## config.mk

```make
export PLATFORM = sky130hd
export DESIGN_NAME = vga_timing
export DESIGN_NICKNAME = d
export VERILOG_FILES = /design/src/rtl/vga_timing.sv
export SDC_FILE = /design/constraint.sdc
export NUM_CORES = 1
export LEC_CHECK = 0
export CELL_PAD_IN_SITES_DETAIL_PLACEMENT = 2
export CELL_PAD_IN_SITES_GLOBAL_PLACEMENT = 2
export CORE_AREA = 2 2 80 82
export CTS_BUF_LIST = sky130_fd_sc_hd__clkbuf_8
export CTS_CLUSTER_SIZE = 20
export DETAILED_ROUTE_END_ITERATION = 7
export DIE_AREA = 0 0 82 84
export PLACE_DENSITY_LB_ADDON = 0.2
export SYNTH_ARGS = -nofsm -noshare
export SYNTH_HDL_FRONTEND = slang
export SYNTH_SLANG_ARGS = --single-unit
```

## constraint.sdc

```tcl
create_clock -name clk -period 4.63 [get_ports clk]
set_input_delay 0.926 -clock clk [delete_from_list [all_inputs] [get_ports clk]]
set_output_delay 0.926 -clock clk [all_outputs]
set_load 0.1 [all_outputs]
```

## src/rtl/vga_timing.sv

```systemverilog
// vga_timing: VGA raster timing generator and pin output stage.
//
// A clock divider produces a one-clk pixel strobe (pix_en_o). On each strobe the horizontal
// counter advances, and the vertical counter advances when the horizontal counter wraps. The
// raw counters drive the pixel coordinate bus, so the downstream combinational drawing logic
// sees (x, y) with no added latency. Sync pulses and colour are registered onto the pins on the
// same strobe. Each pin therefore shows the pixel one strobe behind the counters, with sync and
// colour kept aligned.
//
// Ports:
//   clk            system clock
//   rst_n          asynchronous active-low reset
//   x_o, y_o       current horizontal / vertical count
//   blank_o        high outside the visible area
//   pix_en_o       one-clk strobe; the raster advances on this cycle
//   frame_start_o  one-clk pulse on the strobe that wraps the raster to (0,0)
//   rgb_in_i       colour for the current (x, y), from the drawing modules
//   vga_rgb_o      registered pin colour {R[3:0],G[3:0],B[3:0]}
//   vga_hs_o       registered horizontal sync, active-low
//   vga_vs_o       registered vertical sync, active-low
//
// Legal range: CLK_DIV 1..16. The horizontal and vertical totals must each be <= 2047.
module vga_timing #(
  parameter int unsigned CLK_DIV   = 4,
  parameter int unsigned H_VISIBLE = 640,
  parameter int unsigned H_FP      = 16,
  parameter int unsigned H_SYNC    = 96,
  parameter int unsigned H_BP      = 48,
  parameter int unsigned V_VISIBLE = 480,
  parameter int unsigned V_FP      = 10,
  parameter int unsigned V_SYNC    = 2,
  parameter int unsigned V_BP      = 33
) (
  input  logic        clk,
  input  logic        rst_n,
  output logic [10:0] x_o,
  output logic [10:0] y_o,
  output logic        blank_o,
  output logic        pix_en_o,
  output logic        frame_start_o,
  input  logic [11:0] rgb_in_i,
  output logic [11:0] vga_rgb_o,
  output logic        vga_hs_o,
  output logic        vga_vs_o
);

  localparam int unsigned HTotal = H_VISIBLE + H_FP + H_SYNC + H_BP;
  localparam int unsigned VTotal = V_VISIBLE + V_FP + V_SYNC + V_BP;

  localparam logic [10:0] HLast      = 11'(HTotal - 1);
  localparam logic [10:0] VLast      = 11'(VTotal - 1);
  localparam logic [10:0] HVis       = 11'(H_VISIBLE);
  localparam logic [10:0] VVis       = 11'(V_VISIBLE);
  localparam logic [10:0] HSyncStart = 11'(H_VISIBLE + H_FP);
  localparam logic [10:0] HSyncEnd   = 11'(H_VISIBLE + H_FP + H_SYNC);
  localparam logic [10:0] VSyncStart = 11'(V_VISIBLE + V_FP);
  localparam logic [10:0] VSyncEnd   = 11'(V_VISIBLE + V_FP + V_SYNC);

  // At least one bit is kept so that CLK_DIV = 1 still elaborates. In that case the divider
  // stays at 0 and the strobe is permanently high.
  localparam int unsigned    DivW    = (CLK_DIV > 1) ? $clog2(CLK_DIV) : 1;
  localparam logic [DivW-1:0] DivLast = DivW'(CLK_DIV - 1);

  logic [DivW-1:0] div_q, div_d;
  logic [10:0]     hc_q, hc_d;
  logic [10:0]     vc_q, vc_d;
  logic            hs_q, vs_q;
  logic [11:0]     rgb_q;

  logic pix_en;
  logic blank;
  logic hs_comb;
  logic vs_comb;

  always_comb begin
    pix_en  = (div_q == DivLast);
    div_d   = pix_en ? '0 : div_q + DivW'(1);

    hc_d = hc_q;
    vc_d = vc_q;
    if (pix_en) begin
      if (hc_q == HLast) begin
        hc_d = '0;
        vc_d = (vc_q == VLast) ? '0 : vc_q + 11'd1;
      end else begin
        hc_d = hc_q + 11'd1;
      end
    end

    blank   = (hc_q >= HVis) || (vc_q >= VVis);
    hs_comb = !((hc_q >= HSyncStart) && (hc_q < HSyncEnd));
    vs_comb = !((vc_q >= VSyncStart) && (vc_q < VSyncEnd));
  end

  always_ff @(posedge clk or negedge rst_n) begin
    if (!rst_n) begin
      div_q <= '0;
      hc_q  <= '0;
      vc_q  <= '0;
      hs_q  <= 1'b1;
      vs_q  <= 1'b1;
      rgb_q <= '0;
    end else begin
      div_q <= div_d;
      hc_q  <= hc_d;
      vc_q  <= vc_d;
      // The pin stage samples the pixel that the counters are leaving on this strobe.
      if (pix_en) begin
        hs_q  <= hs_comb;
        vs_q  <= vs_comb;
        rgb_q <= blank ? 12'h000 : rgb_in_i;
      end
    end
  end

  assign x_o           = hc_q;
  assign y_o           = vc_q;
  assign blank_o       = blank;
  assign pix_en_o      = pix_en;
  assign frame_start_o = pix_en && (hc_q == HLast) && (vc_q == VLast);
  assign vga_rgb_o     = rgb_q;
  assign vga_hs_o      = hs_q;
  assign vga_vs_o      = vs_q;

endmodule

```

==> out/results.tsv, run 1 <==
stage	metric	value	unit
run_status	outcome	complete, no violations	
hold_path	HP Class	flop to flop	
floorplan	Die H	84	um
sta	final setup vio count	0	
clocking	CTS tree	done	
floorplan	FP Rows	29	
clocking	clock root cell	clkbuf_8	
power_and_ir_drop	PwrDens	256.4	nW/um^2
cells_and_area	Final Net Count	250	
floorplan	die area	6888	um^2
sta	Worst-Margin Slew	1.009	ns
synthesis	FF+latch count, synth	38	
floorplan	initial core utilization	30.46	%
cells_and_area	antenna fix cells	0	
sta	WHS	0.4456	ns
cells_and_area	synth-to-layout area growth	35.85	%
clocking	Resize count post-CTS	0	
worst_setup_path	Crit Reg-Reg Endpoint	y_o[5]	
placement	gpl congestion	0.7875	
worst_setup_path	CP peak stage delay	1.24	ns
sta	Pins Over Slew Limit	0	
worst_setup_path	Worst EP arrival	2.66	ns
sta	fin worst setup slack	1.048	ns
hold_path	hold path endpoint	div_q[0]	
synthesis	Async SR Flop Fraction	100.0	%
sta	Max transition margin	32.55	%
synthesis	Synth Flop Type	dfrtp_1	
grt	global routing's busiest layer	met2	
synthesis	Synth cell types	36	
grt	Global Route Usage Sum	17.58	%
clocking	CTS buffer count	5	
sta	final setup TNS	0	ns
clocking	clk buf depth	2	
grt	first-pass GRT wire length	9308	um
power_and_ir_drop	Lkg Pwr	0.001048	uW
synthesis	Mapped Nets	198	
worst_setup_path	Worst setup SP type	flop	
sta	Period minus WS final	3.582	ns
floorplan	IO Count	53	
synthesis	sequential fraction of the synthesis area	51.35	%
grt	met1 Track Usage GR	23.17	%
worst_setup_path	flop-to-flop setup slack	2.76	ns
placement	dpl hpwl	3882	um
drt	Post-DRT Antenna Nets	0	
worst_setup_path	Worst Reg-to-Reg Cells	6	
worst_setup_path	Setup CP Type	flop to primary output	
drt	final WL	5463	um
grt	M2 GR Usage	27.94	%
worst_setup_path	Crit. End Element	primary output	
placement	placed cell areas	2436	um^2
synthesis	top cell type's share of synthesized area	48.52	%
sta	Hold Fails Final Rpt	0	
synthesis	top cells by count, synth	dfrtp_1, nand2_1, o2bb2ai_1, nand3_1, nor2_1	
grt	vias in the first global route	1803	
placement	IO Port Bufs	52	
hold_path	Worst Min Path Start	div_q[0]	
run	max-cap violations	0	
sta	Fmax	279.1	MHz
synthesis	post-synth top area cell	dfrtp_1	
worst_setup_path	crit path max fanout	13	
grt	grt total ovfl	0	
grt	initial antenna violation count	0	
worst_setup_path	reg-to-reg startpoint	div_q[0]	
power_and_ir_drop	peak supply drop	0.0001176	V
synthesis	most common cell in the synthesized netlist	dfrtp_1	
drt	total vias in the final route	1582	
drt	number of remaining DRC errors	0	
drt	DR iter-0 viols	54	
floorplan	core area	6096	um^2
clocking	clk sinks	38	
placement	dpl ws	1.338	ns
grt	met3 Use GR	4.870	%
grt	largest net degree at the start of global routing	39	
drt	routed wire length per instance	17.74	um
sta	Final Skew	0.008362	ns
synthesis	area of the mapped netlist	1857	um^2
clocking	CTS H-tree depth	2	
clocking	worst skew pair latency	0.29	ns
worst_setup_path	worst-path cell chain	nand4_1 > nand3_1 > clkdlybuf4s50_1	
synthesis	Ys Warns	0	
cells_and_area	layout cell share with drive strength beyond 1	7.359	%
worst_setup_path	slowest stage cell, crit path	clkdlybuf4s50_1	
clocking	Clock transition at path regs	0.08	ns
synthesis	average size of a mapped cell	10.37	um^2
worst_setup_path	CP Data Required Time	3.70	ns
drt	vias per inst	5.136	
clocking	Setup Buffers After CTS	0	
synthesis	number of flops mapped to enable cells by yosys	0	
synthesis	Cells after Synth	179	
sta	period utilization	77.37	%
drt	DRT Pass-1 Iters	4	
floorplan	chip width	82	um
cells_and_area	final non-filler cell area	2522	um^2
sta	RSZ-0062 raised after global routing	no	
clocking	Post-CTS Hold Buffers	0	
hold_path	hold depth	1	
synthesis	synth top area cells	dfrtp_1, o2bb2ai_1, nand2_1	
-- layer usage --
layer  up-vias  part of all wire [%]  routed length [um]
met5         -                     0                   0
met4         0                   1.3                  70
met3         4                   5.3                 287
met2        40                    46                2506
met1       796                    48                2598
li1        742                     -                   -
-- report_power, final --
part / total, uW / switching, uW / leakage [uW] / internal, uW
combinational: 73.2 / 52.1 / 0.000518 / 21.2
sequential: 340 / 3.13 / 0.000482 / 337
clock: 233 / 117 / 0.0000485 / 116
-- worst max path at each step --
stage            from             to  slack, ns
2_1_floorplan  y_o[2]  frame_start_o       0.78
3_3_place_gp   y_o[5]        blank_o       1.42
3_5_place_dp   y_o[5]        blank_o       1.34
4_1_cts        y_o[5]        blank_o       1.02
5_1_grt        y_o[7]        blank_o       0.88
6_report       y_o[7]        blank_o       1.05
-- state kept, by name (all words and copies together) (netlist names) --
register   cells
vga_rgb_o     12
x_o           11
vga_vs_o       1
vga_hs_o       1
div_q          2
y_o           11
-- worst max-delay path, delay by kind of cell, from the launching register on --
family | cells | cell delay (ns)
buffers and inverters | 1 | 1.24
flip-flops | 1 | 0.46
AND/OR/NAND/NOR | 2 | 0.68
-- placed cells by master, fill, tap and decap left out --
master           count
buf_4                2
and3_1               6
nor4bb_1             2
and4_1               3
nor4_1               2
o21ai_0              6
nand4_4              1
a21oi_1              3
a311o_1              1
a22o_1               1
nand3_1             11
dfrtp_1             36
or2_2                1
mux2i_1              1
xnor2_1              8
o2bb2ai_1           12
nor3_1               4
or3_1                2
nor2b_1              1
buf_2                1
nor2_1              11
inv_1               11
nand4_2              1
o21ai_1              1
nand4_1              8
nand2_1             20
xor2_1               5
and3_2               1
a31o_2               1
nor3b_4              1
clkdlybuf4s50_1     50
dfstp_2              2
clkbuf_8             6
and4b_1              3
a31oi_1              1
ha_1                 5
-- cells by family (layout without fill, tap and decap cells) --
family / after synthesis / after routing / synth area share [%]
xor+xnor: 13 / 13 / 6.132
fa+ha+maj: 5 / 5 / 3.369
compound gates: 26 / 26 / 10.18
buf+inv: 18 / 70 / 4.044
mux: 1 / 1 / 0.5391
flops: 38 / 38 / 51.35
simple gates: 78 / 78 / 24.39
-- area by class of cell --
| type | instances | area (um^2) |
|---|---|---|
| Sequential cell | 38 | 953.4 |
| Inverter | 10 | 37.54 |
| Clock inverter | 1 | 3.754 |
| Timing Repair Buffer | 53 | 520.5 |
| Fill cell | 674 | 3573 |
| Multi-Input combinational cell | 123 | 828.3 |
| Tap cell | 77 | 96.34 |
| Clock buffer | 6 | 82.58 |
-- through the flow --
step | util [%] | instances | power, uW
after floorplan | - | 179 | 390.2
after global placement | 39.96 | 301 | 420.3
after detailed placement | 39.96 | 301 | 421.2
after CTS | 41.38 | 308 | 657.6
after global routing | 41.38 | 308 | 672.0
final | 41.38 | 308 | 646.6
(Power assumes the default switching activity.)
==> inputs of run 2 (changes only) <==
CORE_AREA = 2 2 86 88   (was 2 2 80 82)
DIE_AREA = 0 0 88 90   (was 0 0 82 84)
clock period = 3.2 ns   (was 4.63 ns; I/O delays follow)
==> run 2 against run 1 <==
  * Clock power is 120% higher
  * Wire length decreased by 2.1%
  * Critical endpoint is now frame_start_o
  * First-iteration DRC count down 22%
  * Global-route usage shrank 3.1 points
  * Register-to-register slack lost 1.4 ns
  * Final cell count is 7.8% higher
  * Critical path type unchanged
  * Final area rose by 0.25%
  * Sequential share of layout area shrank 0.094 points
  * Via count decreased by 1.3%
  * Non-clock buffer count rose by 1
  * Setup slack lost 0.40 ns
  * Sequential cell count unchanged
==> out/results.tsv, run 2 (synthesis gave the netlist of run 1 again) <==
stage	metric	value	unit	change
run_status	outcome	complete, no violations		
power_and_ir_drop	PwrDens	435.2	nW/um^2	+70%
floorplan	initial core utilization	26.45	%	-4.0 points
worst_setup_path	Crit. End Element	primary output		
clocking	Clock transition at path regs	0.09	ns	about the same
worst_setup_path	Crit Reg-Reg Endpoint	y_o[10]		
grt	vias in the first global route	1723		-4.4%
floorplan	IO Count	53		unchanged
worst_setup_path	flop-to-flop setup slack	1.37	ns	-1.39 ns
sta	period utilization	79.74	%	
worst_setup_path	CP Data Required Time	2.56	ns	-1.14 ns
worst_setup_path	reg-to-reg startpoint	div_q[0]		
drt	top layer in use	met4		
worst_setup_path	CP top delay family	simple AND/OR/NAND/NOR gates		
placement	gpl congestion	0.7337		-6.8%
grt	first-pass GRT wire length	9011	um	-3.2%
drt	DRT Pass-1 Iters	4		unchanged
sta	Worst-Margin Slew	0.8915	ns	-0.1171 ns
worst_setup_path	cell count along the critical path	4		+1
drt	Metal-1 WL	2527	um	-2.7%
clocking	Resize count post-CTS	0		unchanged
drt	total vias in the final route	1561		-1.3%
sta	Pins Over Slew Limit	0		unchanged
clocking	worst skew pair latency	0.29	ns	about the same
sta	final setup vio count	0		unchanged
sta	Period minus WS final	2.552	ns	
cells_and_area	number of flip-flops in the largest register	12		unchanged
worst_setup_path	WP buf/inv	1		unchanged
cells_and_area	synth-to-layout area growth	36.19	%	
power_and_ir_drop	NetSw	272.3	uW	+58%
cells_and_area	Final Net Count	251		+0.40%
floorplan	die area	7920	um^2	+15%
sta	Fmax	391.9	MHz	
drt	DR iter-0 viols	42		-22%
sta	RSZ-0062 raised after global routing	no		
grt	largest net degree at the start of global routing	39		unchanged
drt	routed wire length per instance	16.10	um	-9.2%
power_and_ir_drop	peak supply drop	0.0002600	V	+120%
hold_path	hold path endpoint	div_q[0]		
sta	WHS	0.4379	ns	-0.007706 ns
sta	Max transition margin	40.57	%	+8.0 points
clocking	clk buf depth	2		unchanged
worst_setup_path	crit path max fanout	7		-6
cells_and_area	most common cell after layout, fill and taps aside	buf_4		
floorplan	core area	7020	um^2	+15%
sta	Hold Fails Final Rpt	0		unchanged
power_and_ir_drop	Int Power	828.1	uW	+75%
clocking	Post-CTS Hold Buffers	0		unchanged
worst_setup_path	Worst Reg-to-Reg Cells	6		unchanged
cells_and_area	layout cell share with drive strength beyond 1	25.32	%	+18 points
clocking	CTS H-tree depth	2		unchanged
drt	final WL	5346	um	-2.1%
clocking	CTS tree	done		
sta	final setup TNS	0	ns	unchanged
drt	number of remaining DRC errors	0		unchanged
clocking	CTS buffer count	5		unchanged
cells_and_area	most frequent cells in the layout	buf_4, dfrtp_1, nand2_1		
drt	met2 wire length	2562	um	+2.2%
clocking	clock root cell	clkbuf_8		
worst_setup_path	slowest stage cell, crit path	dfrtp_1		
floorplan	chip width	88	um	+7.3%
power_and_ir_drop	Lkg Pwr	0.001131	uW	+7.9%
hold_path	HP Class	flop to flop		
power_and_ir_drop	Clock power frac	45.9	%	+9.8 points
worst_setup_path	CP peak stage delay	0.44	ns	-0.80 ns
placement	IO Port Bufs	52		unchanged
worst_setup_path	Setup CP Type	flop to primary output		
grt	initial antenna violation count	0		unchanged
grt	Global Route Usage Sum	14.52	%	-3.1 points
placement	dpl hpwl	3878	um	about the same
run	max-cap violations	0		unchanged
cells_and_area	antenna fix cells	0		unchanged
power_and_ir_drop	combinational share of power	9.4	%	-1.9 points
floorplan	Die H	90	um	+7.1%
drt	Post-DRT Antenna Nets	0		unchanged
cells_and_area	Layout fillers	761		+13%
drt	vias per inst	4.702		-8.5%
drt	routed length on met3	198	um	-31%
clocking	Setup Buffers After CTS	0		unchanged
power_and_ir_drop	Flop pwr share	44.7	%	-7.9 points
worst_setup_path	Worst EP arrival	1.91	ns	-0.75 ns
floorplan	FP Rows	31		+6.9%
sta	Final Skew	0.009480	ns	+0.001117 ns
clocking	clk sinks	38		unchanged
grt	grt total ovfl	0		unchanged
worst_setup_path	worst-path cell chain	nor4_1 > nand4_1 > nor2_2 > buf_12		
hold_path	hold depth	1		unchanged
worst_setup_path	Worst setup SP type	flop		
power_and_ir_drop	switch share	24.74	%	-1.9 points
hold_path	Worst Min Path Start	div_q[0]		
==> run 2: cell types whose count changed in the layout (fill, tap and decap cells not counted) <==
cell	delta
buf_12	+1
nor2_2	+1
bufinv_16	+2
clkinv_4	+1
nor2_1	-1
clkbuf_8	-1
inv_1	-1
clkdlybuf4s50_1	-38
buf_4	+38
==> run 2: power groups by stage <==
| stage | logic (uW) | clock network (uW) | registers [uW] |
|---|---|---|---|
| finish | 103 | 505 | 492 |
| global route | 108 | 539 | 494 |
| CTS | 105 | 520 | 492 |
| detailed placement | 105 | 0 | 502 |
| global placement | 104 | 0 | 502 |
| floorplan | 6.15 | 0 | 558 |
==> run 2: area by class of cell <==
class / instances / area [um^2] / share of cell area, %
clock buffers: 5 / 68.82 / 2.721
multi-input cells: 123 / 830.8 / 32.85
well taps: 99 / 123.9 / 4.899
flip-flops and latches: 38 / 953.4 / 37.70
clock inverters: 3 / 68.82 / 2.721
inverters: 10 / 37.54 / 1.484
repair buffers: 54 / 445.4 / 17.62
==> run 2: metal layers <==
layer	GRT usage, %	vias to the layer above
li1	-	742
met1	19.70	778
met2	23.36	35
met3	2.938	6
met4	3.846	0
met5	0	-
==> run 2: how the worst max path moves through the flow <==
| stage | start | to | slack [ns] |
|---|---|---|---|
| floorplan | y_o[2] | frame_start_o | 0.07 |
| global placement | y_o[7] | frame_start_o | 0.98 |
| detailed placement | y_o[6] | frame_start_o | 0.95 |
| CTS | y_o[6] | frame_start_o | 0.62 |
| global route | y_o[7] | frame_start_o | 0.44 |
| finish | y_o[6] | frame_start_o | 0.65 |
==> run 2: stage by stage <==
| step | instances | power [uW] | area, um^2 | setup slack (ns) | utilization [%] |
|---|---|---|---|---|---|
| floorplan | 179 | 564.5 | 1859 | 0.06996 | - |
| CTS | 332 | 1117 | 2529 | 0.6154 | 36.02 |
| finish | 332 | 1100 | 2529 | 0.6483 | 36.02 |
| global route | 332 | 1141 | 2529 | 0.4383 | 36.02 |
| global placement | 324 | 605.5 | 2391 | 0.9758 | 34.06 |
| detailed placement | 324 | 606.7 | 2391 | 0.9532 | 34.06 |
